### config.mk
export PLATFORM = sky130hd
export DESIGN_NAME = fm_spi_slave
export DESIGN_NICKNAME = d
export VERILOG_FILES = /design/src/rtl/fm_spi_slave.sv
export SDC_FILE = /design/constraint.sdc
export NUM_CORES = 1
export LEC_CHECK = 0
export ABC_AREA = 1
export BUFFER_PORTS_ARGS = -buffer_cell sky130_fd_sc_hd__clkbuf_2
export CAP_MARGIN = 30
export CORE_ASPECT_RATIO = 0.7
export CORE_MARGIN = 3
export CORE_UTILIZATION = 54
export CTS_CLUSTER_SIZE = 30
export DETAILED_ROUTE_END_ITERATION = 10
export PLACE_DENSITY = 0.72
export SLEW_MARGIN = 10
export SYNTH_ARGS = -nofsm -noshare
export SYNTH_HDL_FRONTEND = slang
export SYNTH_SLANG_ARGS = --single-unit
### constraint.sdc
create_clock -name iSysClk -period 3.5 [get_ports iSysClk]
set_input_delay 0.175 -clock iSysClk [delete_from_list [all_inputs] [get_ports iSysClk]]
set_output_delay 0.175 -clock iSysClk [all_outputs]
set_load 0.01 [all_outputs]
### src/rtl/fm_spi_slave.sv
// SPI responder for the flash-memory SPI bus.
// CS/SCK/MOSI are oversampled in the iSysClk domain; MOSI is deserialised
// into bytes and MISO is serialised MSB first from a one-byte holding buffer.
// SCK must be at most 1/8 of iSysClk.
module fm_spi_slave #(
    parameter string      pMode    = "mode0",
    parameter int         pSyncStg = 2,
    parameter logic [7:0] pDummy   = 8'hFF
) (
    input  logic       iSysClk,
    input  logic       iSysRst,
    input  logic       iCs,
    input  logic       iSck,
    input  logic       iMosi,
    output logic       oMiso,
    output logic       oMisoOe,
    input  logic [7:0] iWd,
    input  logic       iWdVd,
    output logic       oWdReq,
    output logic [7:0] oRd,
    output logic       oRdVd,
    output logic       oUnderrun,
    output logic       oBusy
);

    localparam logic IS_MODE3 = (pMode == "mode3") ? 1'b1 : 1'b0;
    localparam logic SCK_IDLE = IS_MODE3;

    typedef enum logic {
        ST_IDLE   = 1'b0,
        ST_ACTIVE = 1'b1
    } state_t;

    // Synchroniser chains and edge-detect history
    logic [pSyncStg-1:0] cs_sync_q;
    logic [pSyncStg-1:0] sck_sync_q;
    logic [pSyncStg-1:0] mosi_sync_q;
    logic                cs_prev_q;
    logic                sck_prev_q;

    // Transfer state
    state_t     state_q;
    logic [2:0] bit_cnt_q;
    logic       lead_q;
    logic [7:0] rx_q;
    logic [7:0] tx_q;
    logic [7:0] tx_d;
    logic [7:0] buf_q;
    logic       wd_req_q;

    // Registered outputs
    logic       miso_q;
    logic       miso_oe_q;
    logic [7:0] rd_q;
    logic       rd_vd_q;
    logic       underrun_q;
    logic       busy_q;

    // Combinational qualifiers
    logic       cs_now_s;
    logic       sck_now_s;
    logic       mosi_now_s;
    logic       cs_fall_s;
    logic       cs_rise_s;
    logic       sck_fall_s;
    logic       sck_rise_s;
    logic       start_s;
    logic       stop_s;
    logic       rx_edge_s;
    logic       tx_edge_s;
    logic       reload_s;
    logic       shift_s;
    logic       wd_accept_s;
    logic [7:0] load_byte_s;
    logic [7:0] rx_d;

    // Synchronise the SPI inputs and keep one cycle of history for edge detection.
    // CS resets to its active level so a CS held low across reset never looks
    // like a fresh assertion: a new transfer needs a real high-to-low toggle.
    always_ff @(posedge iSysClk) begin
        if (iSysRst) begin
            cs_sync_q   <= '0;
            sck_sync_q  <= {pSyncStg{SCK_IDLE}};
            mosi_sync_q <= '1;
            cs_prev_q   <= 1'b0;
            sck_prev_q  <= SCK_IDLE;
        end else begin
            cs_sync_q   <= {cs_sync_q[pSyncStg-2:0], iCs};
            sck_sync_q  <= {sck_sync_q[pSyncStg-2:0], iSck};
            mosi_sync_q <= {mosi_sync_q[pSyncStg-2:0], iMosi};
            cs_prev_q   <= cs_now_s;
            sck_prev_q  <= sck_now_s;
        end
    end

    // Edge qualifiers and the shift/reload decisions for this cycle
    always_comb begin
        cs_now_s    = cs_sync_q[pSyncStg-1];
        sck_now_s   = sck_sync_q[pSyncStg-1];
        mosi_now_s  = mosi_sync_q[pSyncStg-1];
        cs_fall_s   = cs_prev_q & ~cs_now_s;
        cs_rise_s   = ~cs_prev_q & cs_now_s;
        sck_fall_s  = sck_prev_q & ~sck_now_s;
        sck_rise_s  = ~sck_prev_q & sck_now_s;
        // SCK edges only count inside an active transfer; a CS release wins
        start_s     = (state_q == ST_IDLE) & cs_fall_s;
        stop_s      = (state_q == ST_ACTIVE) & cs_rise_s;
        rx_edge_s   = (state_q == ST_ACTIVE) & ~cs_rise_s & sck_rise_s;
        tx_edge_s   = (state_q == ST_ACTIVE) & ~cs_rise_s & sck_fall_s & ~lead_q;
        reload_s    = start_s | (tx_edge_s & (bit_cnt_q == 3'd0));
        shift_s     = tx_edge_s & (bit_cnt_q != 3'd0);
        wd_accept_s = iWdVd & wd_req_q;
        rx_d        = {rx_q[6:0], mosi_now_s};
        if (wd_req_q) begin
            load_byte_s = pDummy;
        end else begin
            load_byte_s = buf_q;
        end
        if (reload_s) begin
            tx_d = load_byte_s;
        end else if (shift_s) begin
            tx_d = {tx_q[6:0], 1'b1};
        end else begin
            tx_d = tx_q;
        end
    end

    // Transfer FSM, shifters, holding buffer and registered outputs
    always_ff @(posedge iSysClk) begin
        if (iSysRst) begin
            state_q    <= ST_IDLE;
            bit_cnt_q  <= 3'd0;
            lead_q     <= 1'b0;
            rx_q       <= 8'h00;
            tx_q       <= pDummy;
            buf_q      <= 8'h00;
            wd_req_q   <= 1'b1;
            miso_q     <= 1'b1;
            miso_oe_q  <= 1'b0;
            rd_q       <= 8'h00;
            rd_vd_q    <= 1'b0;
            underrun_q <= 1'b0;
            busy_q     <= 1'b0;
        end else begin
            rd_vd_q <= 1'b0;
            tx_q    <= tx_d;
            case (state_q)
                ST_IDLE: begin
                    if (start_s) begin
                        state_q    <= ST_ACTIVE;
                        bit_cnt_q  <= 3'd0;
                        lead_q     <= IS_MODE3;
                        miso_q     <= tx_d[7];
                        miso_oe_q  <= 1'b1;
                        busy_q     <= 1'b1;
                        underrun_q <= wd_req_q;
                    end else begin
                        miso_q    <= 1'b1;
                        miso_oe_q <= 1'b0;
                        busy_q    <= 1'b0;
                    end
                end
                ST_ACTIVE: begin
                    if (stop_s) begin
                        // Partial byte is dropped; the holding buffer is kept
                        state_q   <= ST_IDLE;
                        bit_cnt_q <= 3'd0;
                        lead_q    <= 1'b0;
                        miso_q    <= 1'b1;
                        miso_oe_q <= 1'b0;
                        busy_q    <= 1'b0;
                    end else begin
                        miso_q <= tx_d[7];
                        if (rx_edge_s) begin
                            rx_q      <= rx_d;
                            bit_cnt_q <= bit_cnt_q + 3'd1;
                            lead_q    <= 1'b0;
                            if (bit_cnt_q == 3'd7) begin
                                rd_q    <= rx_d;
                                rd_vd_q <= 1'b1;
                            end else begin
                                rd_q <= rd_q;
                            end
                        end else begin
                            rx_q <= rx_q;
                        end
                        if (reload_s && wd_req_q) begin
                            underrun_q <= 1'b1;
                        end else begin
                            underrun_q <= underrun_q;
                        end
                    end
                end
                default: begin
                    state_q   <= ST_IDLE;
                    miso_q    <= 1'b1;
                    miso_oe_q <= 1'b0;
                    busy_q    <= 1'b0;
                end
            endcase
            // A reload consumes the old buffer state before a same-cycle write lands
            if (wd_accept_s) begin
                buf_q    <= iWd;
                wd_req_q <= 1'b0;
            end else if (reload_s) begin
                wd_req_q <= 1'b1;
            end else begin
                wd_req_q <= wd_req_q;
            end
        end
    end

    assign oMiso     = miso_q;
    assign oMisoOe   = miso_oe_q;
    assign oWdReq    = wd_req_q;
    assign oRd       = rd_q;
    assign oRdVd     = rd_vd_q;
    assign oUnderrun = underrun_q;
    assign oBusy     = busy_q;

endmodule

# Yosys cells after proc, flatten, opt, wreduce, memory -nomap -nowiden
# Cells that the tools add are included.
dict set report totals {
  regBits 49
  latch_bits 0
  ram_bits 0
  mem_bits_ro 0
  in_bits 14
  out_inout_bits 14
  wordCells 84
  memories 0
}
dict set report classes {
  addsub 1
  mul 0
  div_mod_pow 0
  magnitude_cmp 0
  n_eq_ne 6
  shift 0
  muxes 26
  bitwise_logic 23
  n_reduce_logical 10
}
# operator count
set op_table {}
lappend op_table {{8-bit 2-to-1 mux} 3}
lappend op_table {{1-bit 2-to-1 mux} 14}
lappend op_table {{1-bit bitwise AND} 13}
lappend op_table {{1-bit one-hot mux with 2 select lines} 5}
lappend op_table {{3-bit 2-to-1 mux} 3}
lappend op_table {{1-bit inverter} 9}
lappend op_table {{3-bit one-hot mux with 2 select lines} 1}
lappend op_table {{3-bit AND reduction} 2}
lappend op_table {{2-bit by 1-bit inequality test with 1-bit output (second input constant)} 2}
lappend op_table {{2-bit inequality test (second input constant)} 2}
lappend op_table {{4-bit AND reduction} 1}
lappend op_table {{2-bit nonzero test} 2}
lappend op_table {{4-bit OR reduction} 1}
lappend op_table {{3-bit by 1-bit adder with 3-bit output (second input constant)} 1}
lappend op_table {{3-bit equality test (second input constant)} 1}
lappend op_table {{3-bit logical NOT} 1}
lappend op_table {{3-bit by 1-bit inequality test with 1-bit output (second input constant)} 1}
lappend op_table {{3-bit nonzero test} 1}
lappend op_table {{2-bit AND reduction} 1}
lappend op_table {{1-bit logical AND} 1}
lappend op_table {{1-bit bitwise OR} 1}

# Logic depth before layout (Yosys ltp)
dict set report depth {
  word_depth 12
  mapped_depth 10
  ltp_nobuf 9
}

# Worst setup path before layout
# No wires, ideal clock.
dict set report synth_timing {
  path_type {reg2reg}
  from {register bit_cnt_q[0]}
  to {register tx_q[7]}
  setup_time_ps 134
  arrival_ps 1122
  required_ps 3366
  path_slack_ps 2245
  path_stages_with_launch 10
  path_buffers 1
  synth_period_minus_slack_ps 1255
  cell_sequence {dfxtp_1 -> inv_1 -> ha_1 -> nand2_1 -> inv_1 -> nand3_2 -> nand2_1 -> buf_6 -> o21ai_1 -> nand3_1}
}
dict set report synth_between {
  elab_chain_len 4
  elab_cells_between_ends 7
  cone_classes {2 x mux; 3 x bitwise; 2 x reduce/logical}
}
# item line_no
set synth_rtl {}
lappend synth_rtl {{from (decl)} 43} ;# logic [2:0] bit_cnt_q;
lappend synth_rtl {{from (signal assigned)} 176} ;# bit_cnt_q <= bit_cnt_q + 3'd1;
lappend synth_rtl {{3-bit nonzero test / 3-bit logical NOT (equally long branches)} {111, 110}}
lappend synth_rtl {{1-bit bitwise AND (on tied branches)} {111, 110}}
lappend synth_rtl {{8-bit 2-to-1 mux / 1-bit bitwise OR (equally long branches)} {121, 110}}
lappend synth_rtl {{8-bit 2-to-1 mux (*)} 119} ;# if (reload_s) begin
lappend synth_rtl {{to (signal assigned)} 135} ;# tx_q <= pDummy;
lappend synth_rtl {{to (signal assigned)} 146} ;# tx_q <= tx_d;
lappend synth_rtl {{to (decl)} 46} ;# logic [7:0] tx_q;
# Mark *: on every way between the ends. The rest lies on a longest branch, timed or not. The select of a mux whose other input is x is not followed.
# A chain may end at the register's enable or synchronous reset.

# Worst setup path in the final report
dict set report layout_timing {
  from {register state_q}
  to {register tx_q[7]}
}
dict set report layout_between {
  elab_chain_len 6
  elab_cells_between_ends 10
  cone_classes {2 x mux; 8 x bitwise}
}
# item line_no
set layout_rtl {}
lappend layout_rtl {{from (decl)} 42} ;# state_t state_q;
lappend layout_rtl {{from (signal assigned)} 131} ;# state_q <= ST_IDLE;
lappend layout_rtl {{from (signal assigned)} 150} ;# state_q <= ST_ACTIVE;
lappend layout_rtl {{from (signal assigned)} 166} ;# state_q <= ST_IDLE;
lappend layout_rtl {{1-bit bitwise AND (3 in series)} 109} ;# tx_edge_s = (state_q == ST_ACTIVE) & ~cs_rise_s & sck_fall_s & ~lead_q;
lappend layout_rtl {{1-bit bitwise AND (on tied branches)} {111, 110}}
lappend layout_rtl {{8-bit 2-to-1 mux / 1-bit bitwise OR (equally long branches)} {121, 110}}
lappend layout_rtl {{8-bit 2-to-1 mux (*)} 119}
# Marked as above.

==> summary.txt <==
outcome - completed
fin nets - 283
Crit path required time - 3.67 ns
RSZ-0062 raised after global routing - no
first drt pass iteration count - 5
R2R Setup Slk - 1.86 ns
WHS Path Cells - 3
fin util - 65.56%
H-tree depth - 2
vias in the first global route - 1284
crit-path most repeated cell - nand3_1
Max Slew Vio Count - 0
CP Capture Point - tx_q[7]$_SDFF_PP1_
FF+latch area - 960.9 sq um
Synth area leaders - dfxtp_1 (52%), nand2_1 (9.3%), nor2_1 (9.1%)
setup TNS - 0 ns
CTS tree - yes
Final ANT Viol Nets - 0
sequential area share after synthesis - 51.82%
Layout Area Growth over Synthesis - 13.56%
CP peak stage delay - 0.42 ns
worst vdd ir - 0.2914 mV
critical path fanouts, max - 11
Starting Density - 57.73%
synthesis warning total - 0
CTS clk-pin slew, worst paths - 0.09 ns
clock root buffer - clkbuf_8
CTS resizes - 0
FF+latch count, synth - 48
fillcell total - 290
row count - 17
pin count of the biggest net entering global routing - 37
core area - 3212 sq um
Reg-to-Reg End - tx_q[7]$_SDFF_PP1_
Hold Buf Count CTS - 0
drt total wl - 3.443 mm
Net Count, Synth - 256
LEAKAGE - 0.9594 nW
Die Wd - 76.04 um
EDFF count, synth - 0
Worst-Margin Slew - 0.4431 ns
Mapped Area - 1854 sq um
cells after synthesis - 239
Critical Path Start - state_q$_SDFF_PP0_
Hold WC Path Type - in -> reg
Iter 0 DRT Violations - 96
Wirelength per Cell - 10.96 um
Multi-input gate area - 765.7 sq um
Slew HR - 70.38%
share of layout cells above drive strength 1 - 18.73%
diodes inserted - 0
Hold WS - 0.05833 ns
clock tree buffer depth - 2
# setup viols final - 0
DPL Wire Length - 2.416 mm
total grt overflow - 0
first-pass GRT wire length - 5.823 mm
reg-to-reg startpoint - state_q$_SDFF_PP0_
Top FF cell, synth - dfxtp_1
Final Wtd Congestion - 0.7686
Via Count - 1522
asr flop ratio synth - 0%
crit-path cells - inv_2 > nand3_1 > nand2_1 > o21ai_1 > nand3_1
critical path's slowest cell - dfxtp_1
largest area contributor in the netlist - dfxtp_1
Mean Syn Cell Area - 7.758 sq um
FMAX - 609.8 MHz
critical path class - reg -> reg
Layout Skew - 0.007931 ns
r2r worst-path depth - 5
Via density - 4.847
top cell type's share of synthesized area - 51.82%
PortBufs - 27
gr usage total - 17.59%
antenna violations before repair - 0
Sink Count - 48
# IOs - 28
Num CTS Buffers - 5
DRC - 0
post-CTS setup buffer count - 0
Final Cycle Share - 46.85%
final hold vios - 0
PwrDens - 463.7 nW/um^2
Synth cell types - 27
clk_lat worst skew - 0.29 ns
Startpoint Class - register
Die ar. - 4184 sq um
CP arrival - 1.81 ns
max cap viols - 0
CP Capture Type - register
Die Ht - 55.03 um
Final min period - 1.640 ns
-- cell families (layout without fill, tap and decap cells) --
logic type / Yosys count / in the layout / synth area share (%)
and+or+nand+nor: 124 / 124 / 29.28
DFF: 48 / 48 / 51.82
AOI/OAI and AO/OA: 34 / 34 / 9.987
buffers and inverters: 30 / 58 / 6.882
adders and majority gates: 3 / 3 / 2.025
-- per-layer routing --
metal | share of wire (%) | GRT usage [%]
met2 | 41 | 27.94
met1 | 53 | 24.09
met4 | 0.84 | 5.422
met5 | 0 | 0
met3 | 5.4 | 4.369
-- final cells by class --
type                       count  area share, %
sequential                    48          45.63
multi-input combinational    161          36.36
clock buffer                   7          4.100
inverter                      22          3.981
timing repair buffer          28          6.774
clock inverter                 1         0.3565
tap                           47          2.793
-- report_power, final --
group / internal (W) / switching (W)
Clock: 0.000161 / 0.000174
Sequential: 0.000564 / 0.0000132
Combinational: 0.0000249 / 0.0000394
-- critical path: cells and delay by family, from the launching register on --
family | cells | cell delay, ns
and+or+nand+nor | 3 | 0.80
AOI/OAI and AO/OA | 1 | 0.21
buffers and inverters | 1 | 0.08
DFF | 1 | 0.42
-- flip-flops by register name, indices dropped and copies added (netlist names), 2 cells and up --
signal	cells
mosi_sync_q	2
oRd	8
cs_sync_q	2
bit_cnt_q	3
rx_q	7
sck_sync_q	2
tx_q	8
buf_q	8
-- synthesized netlist by cell type, drive strengths merged, types with 3 or more instances --
master / instances
nand2: 49
dfxtp: 48
nor2: 47
o21ai: 26
inv: 20
nand3: 20
a21oi: 8
buf: 5
clkbuf: 3
ha: 3
nand3b: 3
nand4: 3
-- cells in the final DEF (no fill, tap or decap) --
| master | count |
|---|---|
| o21ai_0 | 17 |
| nor2_2 | 1 |
| nor2_4 | 1 |
| nand4_2 | 1 |
| or2_2 | 2 |
| inv_1 | 17 |
| clkbuf_2 | 27 |
| ha_1 | 3 |
| inv_2 | 3 |
| nand3b_1 | 3 |
| clkbuf_1 | 1 |
| clkinv_2 | 1 |
| nor2_1 | 45 |
| a21oi_2 | 1 |
| nand3_2 | 1 |
| a21oi_1 | 6 |
| a21oi_4 | 1 |
| buf_4 | 1 |
| nand2_1 | 46 |
| clkbuf_8 | 6 |
| clkinv_1 | 1 |
| dfxtp_1 | 48 |
| nand4_1 | 2 |
| nand2_2 | 3 |
| nand3_1 | 19 |
| o21ai_1 | 9 |
| clkinvlp_4 | 1 |
-- how the worst min path moves through the flow --
stage                                           end  startpoint
after floorplan                  state_q$_SDFF_PP0_     iSysRst
after global placement    mosi_sync_q[0]$_SDFF_PP1_       iMosi
after detailed placement  mosi_sync_q[0]$_SDFF_PP1_       iMosi
after CTS                 mosi_sync_q[0]$_SDFF_PP1_       iMosi
after global routing      mosi_sync_q[0]$_SDFF_PP1_       iMosi
final                       cs_sync_q[0]$_SDFF_PP0_         iCs
-- stage by stage --
| stage | worst slack, ns | instances | power [W] | area (sq um) |
|---|---|---|---|---|
| 2_1_floorplan | 2.245 | 239 | 0.0006355 | 1854 |
| 3_3_place_gp | 1.973 | 306 | 0.0006537 | 2012 |
| 3_5_place_dp | 1.904 | 306 | 0.0006548 | 2012 |
| 4_1_cts | 1.874 | 314 | 0.0009849 | 2106 |
| 5_1_grt | 1.700 | 314 | 0.001019 | 2106 |
| 6_report | 1.860 | 314 | 0.0009765 | 2106 |
Power figures use the tool's default switching activity.
